## src/rtl/code_shift_display_if.sv

```systemverilog
// Board-facing pins of the scrolling code display: slow step input, controls, and active-low drive.
// master = stimulus side, slave = display block.
interface code_shift_display_if #(
  parameter int NDIG = 8
);
  logic            clk_1hz;
  logic            run;
  logic            dir;
  logic            load;
  logic [6:0]      seg;
  logic [NDIG-1:0] an;
  logic            dp;

  modport master (
    output clk_1hz, run, dir, load,
    input  seg, an, dp
  );

  modport slave (
    input  clk_1hz, run, dir, load,
    output seg, an, dp
  );
endinterface

```

## src/rtl/code_shift_display.sv

```systemverilog
// Rotates an NDIG-digit code on each clk_1hz rising edge and scans it onto a muxed 7-seg display; DP_MARK_EN adds a home-digit dp marker.
// Latency: step reaches the digit register 3 clk after clk_1hz is first sampled high; display pins are registered (+1 clk).
// No backpressure: steps while run=0 are dropped, not queued.
module code_shift_display #(
  parameter int          NDIG     = 8,
  parameter logic [31:0] CODE     = 32'h2021_3456,
  parameter int          SCAN_DIV = 50_000
) (
  input logic                 clk,
  input logic                 rst,
  code_shift_display_if.slave io
);

  localparam int              DW        = 4 * NDIG;
  localparam int              IDXW      = $clog2(NDIG);
  localparam int              CNTW      = $clog2(SCAN_DIV);
  localparam logic [DW-1:0]   CODE_INIT = CODE[DW-1:0];
  localparam logic [IDXW-1:0] IDX_LAST  = IDXW'(NDIG - 1);
  localparam logic [CNTW-1:0] CNT_LAST  = CNTW'(SCAN_DIV - 1);

  function automatic logic [6:0] seg_decode(input logic [3:0] d);
    logic [6:0] s;
    case (d)
      4'h0:    s = 7'b1000000;
      4'h1:    s = 7'b1111001;
      4'h2:    s = 7'b0100100;
      4'h3:    s = 7'b0110000;
      4'h4:    s = 7'b0011001;
      4'h5:    s = 7'b0010010;
      4'h6:    s = 7'b0000010;
      4'h7:    s = 7'b1111000;
      4'h8:    s = 7'b0000000;
      4'h9:    s = 7'b0010000;
      4'hF:    s = 7'b1111111;
      default: s = 7'b0111111;
    endcase
    return s;
  endfunction

  // clk_1hz is asynchronous: s1/s2 resynchronize, s3 holds the previous level for edge detection.
  logic s1, s2, s3;
  logic step;

  always_ff @(posedge clk) begin
    if (rst) begin
      s1 <= 1'b0;
      s2 <= 1'b0;
      s3 <= 1'b0;
    end else begin
      s1 <= io.clk_1hz;
      s2 <= s1;
      s3 <= s2;
    end
  end

  assign step = s2 & ~s3 & io.run;

  logic [DW-1:0] digits;
  logic [DW-1:0] rot_left;
  logic [DW-1:0] rot_right;

  assign rot_left  = {digits[DW-5:0], digits[DW-1:DW-4]};
  assign rot_right = {digits[3:0], digits[DW-1:4]};

  always_ff @(posedge clk) begin
    if (rst || io.load) begin
      digits <= CODE_INIT;
    end else if (step) begin
      digits <= io.dir ? rot_right : rot_left;
    end
  end

  logic [CNTW-1:0] scan_cnt;
  logic [IDXW-1:0] idx;
  logic            scan_wrap;

  assign scan_wrap = (scan_cnt == CNT_LAST);

  always_ff @(posedge clk) begin
    if (rst) begin
      scan_cnt <= '0;
      idx      <= '0;
    end else if (scan_wrap) begin
      scan_cnt <= '0;
      idx      <= (idx == IDX_LAST) ? '0 : idx + 1'b1;
    end else begin
      scan_cnt <= scan_cnt + 1'b1;
    end
  end

  logic [3:0]      cur_digit;
  logic [6:0]      seg_nxt;
  logic [NDIG-1:0] an_nxt;
  logic [6:0]      seg_q;
  logic [NDIG-1:0] an_q;

  assign cur_digit = digits[{idx, 2'b00} +: 4];
  assign seg_nxt   = seg_decode(cur_digit);

  always_comb begin
    an_nxt      = '1;
    an_nxt[idx] = 1'b0;
  end

  always_ff @(posedge clk) begin
    if (rst) begin
      seg_q <= 7'h7F;
      an_q  <= '1;
    end else begin
      seg_q <= seg_nxt;
      an_q  <= an_nxt;
    end
  end

  assign io.seg = seg_q;
  assign io.an  = an_q;

`ifdef DP_MARK_EN
  // home tracks which position original digit 0 has rotated into.
  logic [IDXW-1:0] home;
  logic            dp_q;

  always_ff @(posedge clk) begin
    if (rst || io.load) begin
      home <= '0;
    end else if (step) begin
      if (io.dir) begin
        home <= (home == '0) ? IDX_LAST : home - 1'b1;
      end else begin
        home <= (home == IDX_LAST) ? '0 : home + 1'b1;
      end
    end
  end

  always_ff @(posedge clk) begin
    if (rst) begin
      dp_q <= 1'b1;
    end else begin
      dp_q <= (idx != home);
    end
  end

  assign io.dp = dp_q;
`else
  assign io.dp = 1'b1;
`endif

endmodule

```

## src/flat_wrapper.sv

```systemverilog
// flat-port wrapper written by rule: the top's interface ports become plain ports
module code_shift_display_flat 
#(
  parameter int          NDIG     = 8,
  parameter logic [31:0] CODE     = 32'h2021_3456,
  parameter int          SCAN_DIV = 50_000
)
  (clk, rst, io_clk_1hz, io_run, io_dir, io_load, io_seg, io_an, io_dp);
  code_shift_display_if #(.NDIG(NDIG)) io_i ();
  input logic clk;
  input logic rst;
  input wire logic [$bits(io_i.clk_1hz)-1:0] io_clk_1hz;
  input wire logic [$bits(io_i.run)-1:0] io_run;
  input wire logic [$bits(io_i.dir)-1:0] io_dir;
  input wire logic [$bits(io_i.load)-1:0] io_load;
  output wire logic [$bits(io_i.seg)-1:0] io_seg;
  output wire logic [$bits(io_i.an)-1:0] io_an;
  output wire logic [$bits(io_i.dp)-1:0] io_dp;
  assign io_i.clk_1hz = io_clk_1hz;
  assign io_i.run = io_run;
  assign io_i.dir = io_dir;
  assign io_i.load = io_load;
  assign io_seg = io_i.seg;
  assign io_an = io_i.an;
  assign io_dp = io_i.dp;
  code_shift_display #(.NDIG(NDIG), .CODE(CODE), .SCAN_DIV(SCAN_DIV)) u_core (.clk(clk), .rst(rst), .io(io_i));
endmodule
```

## config.mk

```make
export PLATFORM = sky130hd
export DESIGN_NAME = code_shift_display_flat
export DESIGN_NICKNAME = d
export VERILOG_FILES = /design/src/rtl/code_shift_display_if.sv /design/src/rtl/code_shift_display.sv /design/src/flat_wrapper.sv
export SDC_FILE = /design/constraint.sdc
export NUM_CORES = 1
export LEC_CHECK = 0
export ABC_AREA = 1
export ABC_CLOCK_PERIOD_IN_PS = 2350
export CAP_MARGIN = 15
export CORE_AREA = 2 2 78 80
export CTS_BUF_LIST = sky130_fd_sc_hd__clkbuf_8
export CTS_CLUSTER_SIZE = 25
export DETAILED_ROUTE_END_ITERATION = 16
export DIE_AREA = 0 0 80 82
export PLACE_DENSITY = 0.82
export SKIP_CTS_REPAIR_TIMING = 1
export SLEW_MARGIN = 20
export SYNTH_ARGS = -nofsm -noshare
export SYNTH_HDL_FRONTEND = slang
export SYNTH_SLANG_ARGS = --single-unit
```

## constraint.sdc

```tcl
create_clock -name clk -period 2.35 [get_ports clk]
set_input_delay 0.47 -clock clk [delete_from_list [all_inputs] [get_ports clk]]
set_output_delay 0.47 -clock clk [all_outputs]
set_load 0.02 [all_outputs]
```

# Word-level counts from Yosys, hierarchy flattened
# Memories as Yosys holds them, arrays and structs flattened. A register that Yosys moved wholly into a read port is not among the register bits.
# Index checks and enable logic that the tools add are counted.
# Widths: inputs -> output; s select.
op_classes:
  shifts: 1
  addsub: 2
  magnitude_cmp: 2
  n_mux: 4
  n_eq_ne: 2
  reduce_logical: 3
  bitwise: 4
ops:
  columns: ["cell", "count"]
  rows:
  - ["$mux 32", 1]
  - ["$shiftx 32x6->4", 1]
  - ["$add 16x1->16 const B", 1]
  - ["$eq 16x16->1 const B", 1]
  - ["$not 8->8", 1]
  - ["$lt 3x4->1 const B", 1]
  - ["$add 3x1->3 const B", 1]
  - ["$demux 1 s3", 1]
  - ["$eq 3x3->1 const B", 1]
  - ["$ge 3x1->1 const B", 1]
  - ["$mux 3", 1]
  - ["$and 1x1->1", 2]
  - ["$reduce_or 2->1", 1]
  - ["$logic_and 1x1->1", 1]
  - ["$logic_or 1x1->1", 1]
  - ["$mux 1", 1]
  - ["$not 1->1", 1]
totals:
  mem_count: 1
  inputBits: 6
  output_inout_bits: 16
  rom_bits: 112
  elab_cells: 26
  reg_bits: 62
mem_list:
  columns: ["name", "words", "width", "read_ports", "rd_ports_with_merged_regs", "write_ports", "line", "text"]
  rows:
  - ["(no name shown)", 16, 7, 1, 1, 0, "code_shift_display.sv:23", "case (d)"]

# Depth between registers and ports, before layout
# Gate-level depths: netlist of the first run.
depth:
  depth_word: 5
  depth_mapped: 12
  mapped_depth_nobuf: 11

# Least setup slack after synthesis of the first run
# No wires, ideal clock.
synth_path:
  path_kind: "register -> register"
  from: "reg u_core.idx[0]"
  to: "reg u_core.seg_q[6] (netlist: u_core.io.seg[6])"
  setup_ns: 0.124
  n_path_buf: 2
  period_less_slack_ns: 1.615
  t_arrival_ns: 1.491
  stages_incl_launch_ff: 13
  required_time_ns: 2.226
  setup_slack_ns: 0.735
  cell_sequence: "dfxtp_1 > buf_6 > buf_8 > nand2_1 > nand3_1 > nand2_1 > nor2_1 > inv_1 > ha_1 > inv_1 > nor2_1 > nor2_1 > o21ai_0"
synth_between:
  elab_chain_cells: 1
synth_rtl:
  columns: ["item", "line", "text"]
  rows:
  - ["from (decl)", "code_shift_display.sv:74", "logic [IDXW-1:0] idx;"]
  - ["from (signal assigned)", "code_shift_display.sv:85", "idx <= (idx == IDX_LAST) ? '0 : idx + 1'b1;"]
  - ["$shiftx 32x6->4", "code_shift_display.sv:97", "assign cur_digit = digits[{idx, 2'b00} +: 4];"]
  - ["to (decl)", "code_shift_display.sv:94", "logic [6:0] seg_q;"]
# No other way between the ends.
# A chain may end at the register's enable or synchronous reset.

# Worst setup path after layout of the first run
# Ends and elaborated chain as after synthesis.

==> metrics.md, run 1 <==
| Metric | Value |
|---|---|
| Crit-path max cell delay | `around 0.40 ns` |
| Initial antenna violation count | `0` |
| Max_cap viols | `0` |
| # port buffers | `20` |
| Max Slew Vio Count | `0` |
| Clock period minus worst slack | `approximately 1.9 ns` |
| Clk buf depth | `2` |
| Crit path capture type | `flop` |
| Root buf cell | `clkbuf_8` |
| WL per Instance | `~11 µm` |
| IO Pins | `22` |
| Filler cell count | `between 400 and 500` |
| Antenna cells | `0` |
| Worst-path clk slew | `0.08 ns` |
| Power Total | `2.447 mW` |
| Synthesized area per cell | `around 7.0 µm²` |
| Hold Path Class | `reg -> reg` |
| Fin worst setup slack | `around 0.44 ns` |
| Avg Vias per Cell | `~5` |
| Sw power | `roughly 550 µW` |
| Fmax | `523.5 MHz` |
| Max Clock Skew | `between 0.009 and 0.01 ns` |
| PwrDens | `between 600 and 700 nW/µm²` |
| Vias after detailed routing | `~2900` |
| Die X | `approximately 80 µm` |
| Post-DP HPWL | `~4.5 mm` |
| Die area | `6560 µm²` |
| Combinational Power Share | `0.056` |
| Fin area | `around 3800 µm²` |
| Synthesized instance count | `roughly 470` |
| Total track usage | `0.2160` |
| Drt pass-1 iters | `5` |
| Worst Setup Slack post-DPL | `roughly 0.43 ns` |
| Worst path most repeated cell | `nor2_1` |
| Cell internal pwr | `1.901 mW` |
| Final Hold Fails | `0` |
| Routed WL | `between 6 and 7 mm` |
| Req. time, crit path | `roughly 2.6 ns` |
| Setup_tns | `0 ns` |
| CP cell instances | `inv_2, nand2_1, nand3_1, nand2_1, nor2_1, inv_1, ha_1, inv_1, nor2_1, nor2_1, o21ai_0` |
| CP startpoint kind | `flop` |
| Critical Path AT | `approximately 2.2 ns` |
| Flop pwr share | `0.491` |
| Sw Share | `0.2232` |
| Clock power frac | `0.453` |
| RSZ-0062 raised after global routing | `no` |
| # DRC | `0` |
| Rows | `28` |
| Final Cycle Share | `0.8128` |
| CP Class | `reg -> reg` |
| Status | `finished clean` |
| Yosys cell types | `29` |
| Die height | `82 µm` |
| Total gr overflow | `0` |
| Synthesis Warnings | `0` |
| First-pass GRT wire length | `between 10 and 15 mm` |
| Slowest-stage cell, CP | `dfxtp_1` |
| Yosys reg bits | `just under 70` |
| Total clock buffers created by CTS | `9` |
| CORE AREA | `roughly 5700 µm²` |
| Area grow syn2layout | `14.84%` |
| H-Tree Depth | `3` |
| Synthesized area | `3322 µm²` |
| Share of post-route cells with drive strength above 1 | `0.09457` |
| Worst skew pair latency | `roughly 0.35 ns` |
| Setup violators final | `0` |
| Register area share after synthesis | `0.4158` |
| CP max FO | `17` |
| Initial Utilization | `0.5782` |
| Sink Count | `69` |
| Vias in the first global route | `2668` |
| Worst vdd ir | `~530 µV` |
| Dpl cell area | `around 3600 µm²` |
| TritonCTS clock tree | `yes` |
| Syn nets | `around 490` |
| Final hold slack | `between 0.4 and 0.5 ns` |
| Remaining antenna violation count | `0` |
| Initial DRC count | `about 110` |
| Lkg Pwr | `around 1.6 nW` |
| Largest net degree at the start of global routing | `32` |
| Final RePlAce weighted congestion | `0.8103` |
| Fin nets | `506` |
-- final timing paths --
| path | slack (ns) | end | from | cells past startpoint |
|---|---|---|---|---|
| max | 0.44 | u_core.io.seg[6]$_SDFF_PP1_ | u_core.idx[0]$_SDFFE_PP0N_ | 11 |
| max reg2reg | 0.44 | u_core.io.seg[6]$_SDFF_PP1_ | u_core.idx[0]$_SDFFE_PP0N_ | 11 |
| min reg2reg | 0.41 | u_core.s2$_SDFF_PP0_ | u_core.s1$_SDFF_PP0_ | 2 |
| min | 0.41 | u_core.s2$_SDFF_PP0_ | u_core.s1$_SDFF_PP0_ | 2 |
-- cells in the mapped netlist --
| library cell | number | share of area |
|---|---|---|
| nor2_1 | 52 | 0.059 |
| conb_1 | 1 | 0.0011 |
| nand2_2 | 5 | 0.0094 |
| nand4_1 | 4 | 0.0075 |
| clkbuf_1 | 12 | 0.014 |
| nand3b_1 | 1 | 0.0023 |
| nor3_1 | 4 | 0.0060 |
| buf_1 | 3 | 0.0034 |
| a21oi_1 | 57 | 0.086 |
| nor2_4 | 2 | 0.0068 |
| buf_4 | 2 | 0.0045 |
| or2_0 | 1 | 0.0019 |
| buf_8 | 1 | 0.0045 |
| nand3_1 | 24 | 0.036 |
| xnor2_1 | 1 | 0.0026 |
| inv_2 | 2 | 0.0023 |
| dfxtp_1 | 69 | 0.42 |
| buf_2 | 2 | 0.0030 |
| ha_1 | 8 | 0.030 |
| o21ai_0 | 28 | 0.042 |
| o211ai_1 | 16 | 0.036 |
| inv_1 | 64 | 0.072 |
| nand2_1 | 97 | 0.11 |
| a21oi_2 | 1 | 0.0026 |
| buf_6 | 2 | 0.0068 |
| nand3_2 | 3 | 0.0090 |
| xor2_1 | 5 | 0.013 |
| a21oi_4 | 1 | 0.0049 |
| nor2_2 | 4 | 0.0075 |
-- metal layers --
layer,GRT usage,part of all wire
met1,0.2430,0.45
met2,0.3825,0.49
met3,0.05385,0.042
met4,0.1051,0.017
met5,0,0
-- placed cells by master (no fill, tap or decap), types with 5 or more instances in the layout --
cell | synthesis | final
a21oi_1 | 57 | 57
nand2_1 | 97 | 97
clkbuf_8 | 0 | 11
clkdlybuf4s50_1 | 0 | 19
nand2_2 | 5 | 5
nor2_1 | 52 | 51
nand3_1 | 24 | 24
dfxtp_1 | 69 | 69
xor2_1 | 5 | 5
buf_4 | 2 | 11
inv_1 | 64 | 64
o21ai_0 | 28 | 28
ha_1 | 8 | 8
o211ai_1 | 16 | 16
-- stage by stage --
| step | utilization | cells |
|---|---|---|
| floorplan | - | 472 |
| global route | 0.6640 | 572 |
| CTS | 0.6640 | 572 |
| global placement | 0.6235 | 556 |
| detailed placement | 0.6235 | 556 |
| finish | 0.6640 | 572 |
-- worst max-delay path: cells and delay by family, from the launching register on --
| kind | cells | cell delay [ns] |
|---|---|---|
| adders and majority gates | 1 | 0.19 |
| buffers and inverters | 3 | 0.45 |
| AOI/OAI and AO/OA | 1 | 0.08 |
| DFF | 1 | 0.40 |
| and+or+nand+nor | 6 | 0.68 |
-- kinds of logic after synthesis --
| logic type | Yosys count | share of synthesized area |
|---|---|---|
| AOI/OAI and AO/OA | 103 | 0.1718 |
| xor gates and xnor gates | 6 | 0.01582 |
| adders and majority gates | 8 | 0.03013 |
| buffers and inverters | 88 | 0.1104 |
| DFF | 69 | 0.4158 |
| other | 1 | 0.001129 |
| and+or+nand+nor | 197 | 0.2550 |
-- layout make-up --
class | count | area, µm² | area share
clock inverters | 5 | 81.33 | 0.02132
clock buffers | 11 | 151.4 | 0.03969
inverters | 66 | 247.7 | 0.06494
repair buffers | 31 | 277.8 | 0.07281
flip-flops and latches | 69 | 1381 | 0.3621
well taps | 75 | 93.84 | 0.02460
multi-input cells | 315 | 1582 | 0.4146
-- power by group through the flow --
stage               clock network, mW  registers, mW  logic, mW
floorplan                           0           1.24     0.0828
global placement                    0           1.23      0.134
detailed placement                  0           1.23      0.137
CTS                              1.13           1.20      0.138
global route                     1.16           1.20      0.155
finish                           1.11           1.20      0.137
-- flip-flops by register name, summed over array words and instances (netlist names) --
name / cells
u_core.idx: 3
u_core.digits: 32
u_core.scan_cnt: 16
u_core.s2: 1
u_core.s3: 1
u_core.io.an: 8
u_core.s1: 1
u_core.io.seg: 7
No activity file was read; power rests on OpenSTA's default activity.
==> inputs of run 2 (changes only) <==
Settings changed: ABC_CLOCK_PERIOD_IN_PS 2350 to 1900.
Clock period 2.35 ns to 1.9 ns, I/O delays scaled along.
==> run 2 against run 1 <==
Clock power rose by 8%. Flip-flop and latch count did not move. Global-route usage rose by 0.53 points. Combinational power rose by 28%. Cell area rose by 0.23%.
==> metrics.md, run 2 (same netlist as run 1, synthesis figures left out) <==
| Metric | Value |
|---|---|
| Most frequent cells in the layout | `nand2_1, dfxtp_1, inv_1, a21oi_1, nor2_1 (unchanged)` |
| Filler cell count | `480 (was 484)` |
| Total clock buffers created by CTS | `9 (unchanged)` |
| Max Slew Vio Count | `0 (unchanged)` |
| Vias after detailed routing | `2953 (was 2910)` |
| First-pass GRT wire length | `11.29 mm (was 11.07 mm)` |
| Avg Vias per Cell | `5.163 (was 5.087)` |
| # port buffers | `20 (unchanged)` |
| Total track usage | `0.2213 (was 0.2160)` |
| Final hold slack | `0.4052 ns (was 0.4116 ns)` |
| Die height | `82 µm (unchanged)` |
| Reg-to-reg slack, setup | `0.18 ns (was 0.44 ns)` |
| Req. time, crit path | `2.12 ns (was 2.58 ns)` |
| Dpl cell area | `3620 µm² (was 3582 µm²)` |
| Root buf cell | `clkbuf_8 (unchanged)` |
| Rows | `28 (unchanged)` |
| Initial antenna violation count | `0 (unchanged)` |
| Area of the multi-input gates | `1584 µm² (was 1582 µm²)` |
| # placed instances | `556 (unchanged)` |
| Commonest non-fill, non-tap cell in the layout | `nand2_1 (unchanged)` |
| Crit path capture type | `flop (unchanged)` |
| Final Cycle Share | `0.9070 (was 0.8128)` |
| Fin nets | `506 (unchanged)` |
| PwrDens | `748.4 nW/µm² (was 641.4 nW/µm²)` |
| Worst vdd ir | `469.1 µV (was 525.5 µV)` |
| Top reg by flops | `u_core.digits (unchanged)` |
| Routed WL | `6.480 mm (was 6.567 mm)` |
| Sink Count | `69 (unchanged)` |
| Antenna cells | `0 (unchanged)` |
| Post-route insts no fill | `572 (unchanged)` |
| Die area | `6560 µm² (unchanged)` |
| Vias in the first global route | `2677 (was 2668)` |
| Final Hold Fails | `0 (unchanged)` |
| Drt pass-1 iters | `4 (was 5)` |
| Setup_tns | `0 ns (unchanged)` |
| # DRC | `0 (unchanged)` |
| Worst skew pair latency | `0.35 ns (about the same)` |
| Remaining antenna violation count | `0 (unchanged)` |
| CP max FO | `10 (was 17)` |
| Total gr overflow | `0 (unchanged)` |
| CP Class | `reg -> reg (unchanged)` |
| Lkg Pwr | `1.600 nW (was 1.601 nW)` |
| H-Tree Depth | `3 (unchanged)` |
| Fin area | `3824 µm² (was 3815 µm²)` |
| RSZ-0062 raised after global routing | `no (unchanged)` |
| IO Pins | `22 (unchanged)` |
| Critical Path AT | `1.95 ns (was 2.15 ns)` |
| Fin worst setup slack | `0.1767 ns (was 0.4398 ns)` |
| Initial Utilization | `0.5782 (unchanged)` |
| Setup violators final | `0 (unchanged)` |
| Final RePlAce weighted congestion | `0.8209 (was 0.8103)` |
| Die X | `80 µm (unchanged)` |
| Worst-path clk slew | `0.08 ns (about the same)` |
| WL per Instance | `11.33 µm (was 11.48 µm)` |
| Status | `finished clean (unchanged)` |
| Worst Setup Slack post-DPL | `0.09884 ns (was 0.4272 ns)` |
| Register area | `1381 µm² (unchanged)` |
| Max Clock Skew | `0.01319 ns (was 0.009378 ns)` |
| Max FFs per register | `32 (unchanged)` |
| Largest net degree at the start of global routing | `65 (was 32)` |
| Fmax | `580.3 MHz (was 523.5 MHz)` |
| Clk buf depth | `2 (unchanged)` |
| Clock period minus worst slack | `1.723 ns (was 1.910 ns)` |
| CORE AREA | `5746 µm² (unchanged)` |
| CP startpoint kind | `flop (unchanged)` |
| Hold Path Class | `reg -> reg (unchanged)` |
| Initial DRC count | `198 (was 113)` |
| Post-DP HPWL | `4.455 mm (was 4.544 mm)` |
| Area grow syn2layout | `15.10% (was 14.84%)` |
| Max_cap viols | `0 (unchanged)` |
| TritonCTS clock tree | `yes (unchanged)` |
| Share of post-route cells with drive strength above 1 | `0.09457 (unchanged)` |
[run 2: cell count changes in the layout (fill, tap and decap cells not counted)]
cell       before  now
clkinv_4        0    2
inv_6           1    0
bufinv_16       2    1
nor2_1         51   50
inv_1          64   65
clkbuf_8       11   10
buf_4          11    8
nor2_2          4    5
buf_12          0    3
[run 2: cell type report]
| class | count | area share |
|---|---|---|
| Clock inverter | 6 | 0.01669 |
| Inverter | 66 | 0.06479 |
| Timing Repair Buffer | 31 | 0.08246 |
| Sequential cell | 69 | 0.3613 |
| Tap cell | 75 | 0.02454 |
| Multi-Input combinational cell | 315 | 0.4143 |
| Clock buffer | 10 | 0.03599 |
[run 2: power by group]
part / internal (mW) / total [mW] / switching, mW
combinational: 0.0696 / 0.175 / 0.106
sequential: 1.47 / 1.49 / 0.0130
clock: 0.639 / 1.20 / 0.561
[run 2: metrics by stage]
| step | utilization | power, mW |
|---|---|---|
| 2_1_floorplan | - | 1.633 |
| 3_3_place_gp | 0.6300 | 1.689 |
| 3_5_place_dp | 0.6300 | 1.696 |
| 4_1_cts | 0.6651 | 2.885 |
| 5_1_grt | 0.6655 | 2.965 |
| 6_report | 0.6655 | 2.862 |
[run 2: worst paths after layout]
check,cells past startpoint,to,start
worst max-delay path,11,u_core.io.seg[0]$_SDFF_PP1_,u_core.idx[0]$_SDFFE_PP0N_
worst min register to register,2,u_core.s2$_SDFF_PP0_,u_core.s1$_SDFF_PP0_
worst min-delay path,2,u_core.s2$_SDFF_PP0_,u_core.s1$_SDFF_PP0_
worst max register to register,11,u_core.io.seg[0]$_SDFF_PP1_,u_core.idx[0]$_SDFFE_PP0N_
[run 2: worst max-delay path, cell delays in order (launching register included)]
cell     delay, ns
dfxtp_1       0.41
inv_2         0.20
nand2_1       0.08
nand3_1       0.09
nand2_1       0.07
nor2_2        0.22
inv_1         0.09
ha_1          0.19
inv_1         0.06
a21oi_2       0.06
nand2_1       0.07
nand2_1       0.06
[run 2: per-layer routing]
metal | vias to the layer above | share of wire | GRT usage | wire length (µm)
li1 | 1545 | - | - | -
met1 | 1351 | 0.44 | 0.2495 | 2866
met2 | 45 | 0.50 | 0.3967 | 3269
met3 | 12 | 0.033 | 0.04615 | 214
met4 | 0 | 0.020 | 0.1102 | 129
met5 | - | 0 | 0 | 0
